===== src/rtl/wb_queue.sv =====
// Writeback queue feeding the register file write port.
// Orders load-before-ALU; a write to R15 becomes a PC redirect and flushes the queue.
module wb_queue #(
  parameter int DEPTH = 4,
  parameter int PTR_W = 2
) (
  input  logic        clk,
  input  logic        rst_n,
  input  logic        alu_valid,
  input  logic [3:0]  alu_rd,
  input  logic [31:0] alu_result,
  input  logic        ld_valid,
  input  logic [3:0]  ld_rd,
  input  logic [31:0] ld_data,
  input  logic        ld_byte,
  input  logic [1:0]  ld_addr_lo,
  output logic        stall,
  output logic        we3,
  output logic [3:0]  wa3,
  output logic [31:0] wd3,
  output logic        pc_we,
  output logic [31:0] pc_wd,
  output logic [14:0] pend_mask
);

  typedef struct packed {
    logic [3:0]  rd;
    logic [31:0] data;
  } ent_t;

  ent_t             q [DEPTH];
  logic [PTR_W-1:0] head;
  logic [PTR_W-1:0] tail;
  logic [PTR_W:0]   count;
  logic [PTR_W:0]   count_next;
  logic [PTR_W:0]   npush;
  logic [31:0]      ld_sh;
  logic [31:0]      ld_wdata;
  logic             pop;
  logic             redir;
  logic             push_ld;
  logic             push_alu;
  logic [15:0]      mask16;
  ent_t             hd;

  assign hd = q[head];

  always_comb begin
    ld_sh    = ld_data >> {ld_addr_lo, 3'b000};
    ld_wdata = ld_byte ? {24'b0, ld_sh[7:0]} : ld_data;
  end

  assign pop      = (count != '0);
  assign redir    = pop && (hd.rd == 4'hF);
  assign push_ld  = ld_valid && !stall && !redir;
  assign push_alu = alu_valid && !stall && !redir;
  assign npush    = (PTR_W+1)'(push_ld) + (PTR_W+1)'(push_alu);

  always_comb begin
    count_next = count + npush - (PTR_W+1)'(pop);
    if (redir)
      count_next = '0;
  end

  always_ff @(posedge clk or negedge rst_n) begin
    if (!rst_n) begin
      head  <= '0;
      tail  <= '0;
      count <= '0;
      stall <= 1'b0;
    end else begin
      count <= count_next;
      stall <= count_next > (PTR_W+1)'(DEPTH - 2);
      if (redir) begin
        head <= '0;
        tail <= '0;
      end else begin
        head <= head + PTR_W'(pop);
        tail <= tail + PTR_W'(npush);
      end
    end
  end

  // Load is the older instruction, so it takes the lower slot.
  always_ff @(posedge clk or negedge rst_n) begin
    if (!rst_n) begin
      for (int i = 0; i < DEPTH; i++)
        q[i] <= '0;
    end else begin
      if (push_ld)
        q[tail] <= '{rd: ld_rd, data: ld_wdata};
      if (push_alu)
        q[push_ld ? tail + PTR_W'(1) : tail] <=
          '{rd: alu_rd, data: alu_result};
    end
  end

  always_ff @(posedge clk or negedge rst_n) begin
    if (!rst_n) begin
      we3   <= 1'b0;
      wa3   <= '0;
      wd3   <= '0;
      pc_we <= 1'b0;
      pc_wd <= '0;
    end else begin
      we3   <= pop && !redir;
      pc_we <= redir;
      if (pop && !redir) begin
        wa3 <= hd.rd;
        wd3 <= hd.data;
      end
      if (redir)
        pc_wd <= {hd.data[31:2], 2'b00};
    end
  end

  always_comb begin
    logic [PTR_W-1:0] off;
    mask16 = '0;
    for (int i = 0; i < DEPTH; i++) begin
      off = PTR_W'(i) - head;
      if ({1'b0, off} < count && q[i].rd != 4'hF)
        mask16[q[i].rd] = 1'b1;
    end
  end

  assign pend_mask = mask16[14:0];

endmodule

===== config.mk =====
export PLATFORM = sky130hd
export DESIGN_NAME = wb_queue
export DESIGN_NICKNAME = d
export VERILOG_FILES = /design/src/rtl/wb_queue.sv
export SDC_FILE = /design/constraint.sdc
export NUM_CORES = 1
export LEC_CHECK = 0
export BUFFER_PORTS_ARGS = -buffer_cell sky130_fd_sc_hd__buf_2
export CORE_MARGIN = 2
export CORE_UTILIZATION = 35
export CTS_CLUSTER_DIAMETER = 40
export DETAILED_ROUTE_END_ITERATION = 10
export PLACE_DENSITY = 0.55
export SLEW_MARGIN = 25
export SYNTH_ARGS = -nofsm -noshare
export SYNTH_HDL_FRONTEND = slang
export SYNTH_SLANG_ARGS = --single-unit

===== constraint.sdc =====
create_clock -name clk -period 5.6 [get_ports clk]
set_clock_uncertainty 0.2 [all_clocks]
set_input_delay 0.28 -clock clk [delete_from_list [all_inputs] [get_ports clk]]
set_output_delay 0.28 -clock clk [all_outputs]
set_load 0.005 [all_outputs]

==> results.md <==
- Outcome: complete, no violations
- Final Critical Period: 4.618 ns
- Critical path class: reg2reg
- Clock Latency Late Sink: 0.52 ns
- Worst min path class: in2reg
- Resize count post-CTS: 0
- Reg2reg start: count[2]
- Largest net degree at the start of global routing: 114
- Pleak: 6.929 nW
- Final setup viols: 0
- Worst-Margin Slew: 0.9700 ns
- Worst EP required: 5.80 ns
- Die Ht: 187.3 um
- Core area: 0.03328 mm^2
- Synthesized area per cell: 10.69 um^2
- Post-synth top area share: 46.80%
- All-Layer GR Usage: 23.44%
- TritonCTS clock tree: done
- Routed vias/inst: 5.763
- Critical Path AT: 4.81 ns
- Area of the multi-input gates: 0.005731 mm^2
- Main flop type after synthesis: dfrtp_1
- Layout Nets: 1418
- Power per Cell Area: 648.8 mW/mm^2
- Post-synth EDFFs: 0
- Synth warnings: 0
- Drt pass-1 iters: 5
- Fin Hold WS: 0.1027 ns
- Fillers: 3218
- Origin of the worst min-delay path: ld_rd[0]
- Drt wl/cell: 23.16 um
- Register area: 0.005507 mm^2
- Maximum VDD drop: 0.0002932 V
- Sink Count: 220
- H-tree depth: 2
- Unrepaired setup endpoints after global routing: no
- CTS Buffer Depth: 3
- Max Slew Vio Count: 0
- Synth async-reset ratio: 100.0%
- Via count: 10390
- Final HPWL DP: 25.92 mm
- Slew headroom: 35.33%
- Drt drc: 0
- Ranking of synthesized cells by area: dfrtp_1, a2bb2oi_1, nand2_1
- Yosys cell types: 62
- Sequential area share after synthesis: 46.80%
- Iter 0 DRT Violations: 976
- Remaining global-route overflow: 0
- Final Cycle Share: 82.46%
- Port bufs: 162
- Final Hold Viols: 0
- FP Rows: 67
- First-pass GRT wire length: 63.65 mm
- GP Congestion: 0.9109
- Area growth syn-to-layout: 28.45%
- Total CTS buffers: 38
- Number of I/O pins: 165
- Vias in the first global route: 10500
- Final non-filler cell total: 1803
- Startpoint type of the worst setup path: register
- Critical Path Fanout Max: 22
- Placed Cells: 1646
- MaxCap Viol Count: 0
- CTS Hold Bufs: 85
- Root buffer cell: clkbuf_16
- Initial Utilization: 35.34%
- Crit. End Element: register
- Setup Buffers After CTS: 0
- Final TNS setup: 0 ns
- Worst-path clk slew: 0.05 ns
- Die Wd: 187.3 um
- F_max: 0.2166 GHz
- Mapped Cells: 1100
- Post-synth top area cell: dfrtp_1
- Register bit total from synthesis: 220
- WL final: 41.75 mm
- Die Area: 0.03509 mm^2
- Antenna Nets Post-Route: 0
- Share of cells above drive strength 1: 26.55%
- Antenna violations before repair: 3
- Post-synthesis instance area: 0.01176 mm^2
- Crit. Startpoint: count[2]
## cells in the mapped netlist (5+ instances only)
cell and number:
clkbuf_1 30, a21oi_1 51, mux2_2 44, nor2b_1 7, nor3b_1 6, o21ai_0 6, mux4_2 33, o211ai_1 6
a211o_1 5, buf_2 41, ha_1 14, a31oi_1 96, a221oi_1 16, nor2_1 14, nor3_1 5, a2bb2oi_1 129
a22o_1 17, and2_1 13, o221ai_1 5, dfrtp_1 220, nand2_1 224, inv_1 23, buf_6 10, nand2b_1 8
## area by class of cell
| type | count | area share, % |
|---|---|---|
| clock buffers | 47 | 7.055 |
| multi-input cells | 768 | 37.93 |
| inverters | 24 | 0.5962 |
| repair buffers | 272 | 12.80 |
| clock inverters | 21 | 1.416 |
| flip-flops and latches | 220 | 36.44 |
| well taps | 448 | 3.710 |
| diodes | 3 | 0.04969 |
## layout by cell type, fill, tap and decap left out, types with 7 or more instances in the layout
cell type,netlist,routed
mux2_2,44,44
buf_2,41,161
mux4_2,33,33
buf_4,4,19
a221oi_1,16,16
a22o_1,17,17
ha_1,14,14
clkbuf_16,0,39
dfrtp_1,220,219
nand2b_1,8,8
and2_1,13,13
dlygate4sd3_1,0,85
a21oi_1,51,51
inv_6,0,7
a2bb2oi_1,129,129
nand2_1,224,224
nor2_1,14,14
a31oi_1,96,96
inv_1,23,23
## flip-flops by register name, summed over array words and instances (netlist names)
signal  count
q         144
wd3        32
pc_wd      30
wa3         4
count       3
head        2
tail        2
pc_we       1
stall       1
we3         1
## logic make-up (layout without fill, tap and decap cells)
group	after synthesis	in the layout	synth area share [%]
fa+ha+maj	15	15	1.659
buf+inv	113	364	4.904
compound gates	370	370	24.06
mux	80	80	11.20
flops	220	220	46.80
simple gates	295	295	10.89
xor+xnor	6	6	0.4468
other cells	1	5	0.03188
## worst paths after layout
path / end / slack, ns / cells after the start
max: q[22] / 0.98 / 7
min: q[140] / 0.10 / 4
max reg2reg: q[22] / 0.98 / 7
min reg2reg: pc_wd[27] / 0.26 / 2
max in group asynchronous: q[37] / 3.73 / 3
min in group asynchronous: wa3[2] / 0.27 / 2
## per-stage QoR
step	setup WS (ns)	instance area, um^2	total power [mW]	util [%]
floorplan	1.949	11770	5.829	-
global placement	1.455	12850	7.124	38.61
detailed placement	1.185	12960	7.277	38.93
CTS	0.9954	15090	9.829	45.33
global route	0.7482	15110	10.42	45.39
finish	0.9824	15110	9.803	45.40
## report_power, final
| group | switching (mW) | leakage, nW | internal (mW) | total (mW) |
|---|---|---|---|---|
| clock network | 0.858 | 0.625 | 1.46 | 2.32 |
| logic | 2.40 | 3.63 | 2.15 | 4.55 |
| registers | 0.522 | 2.67 | 2.41 | 2.93 |
## metal layers
metal	routed length, um	share of wire, %	track usage [%]	up-vias
li1	-	-	-	4602
met5	0	0	0	-
met3	3041	7.3	4.128	79
met4	1052	2.5	7.387	0
met2	20260	49	38.99	457
met1	17400	42	31.15	5253
## critical path: stages, from the launching register on
cell           delay, ns
dfrtp_1             0.53
nor3_2              0.66
inv_1               0.60
nand2_2             0.60
nand3_1             0.70
buf_4               0.49
a2bb2oi_1           0.16
dlygate4sd3_1       0.55
Power figures use the tool's default switching activity.
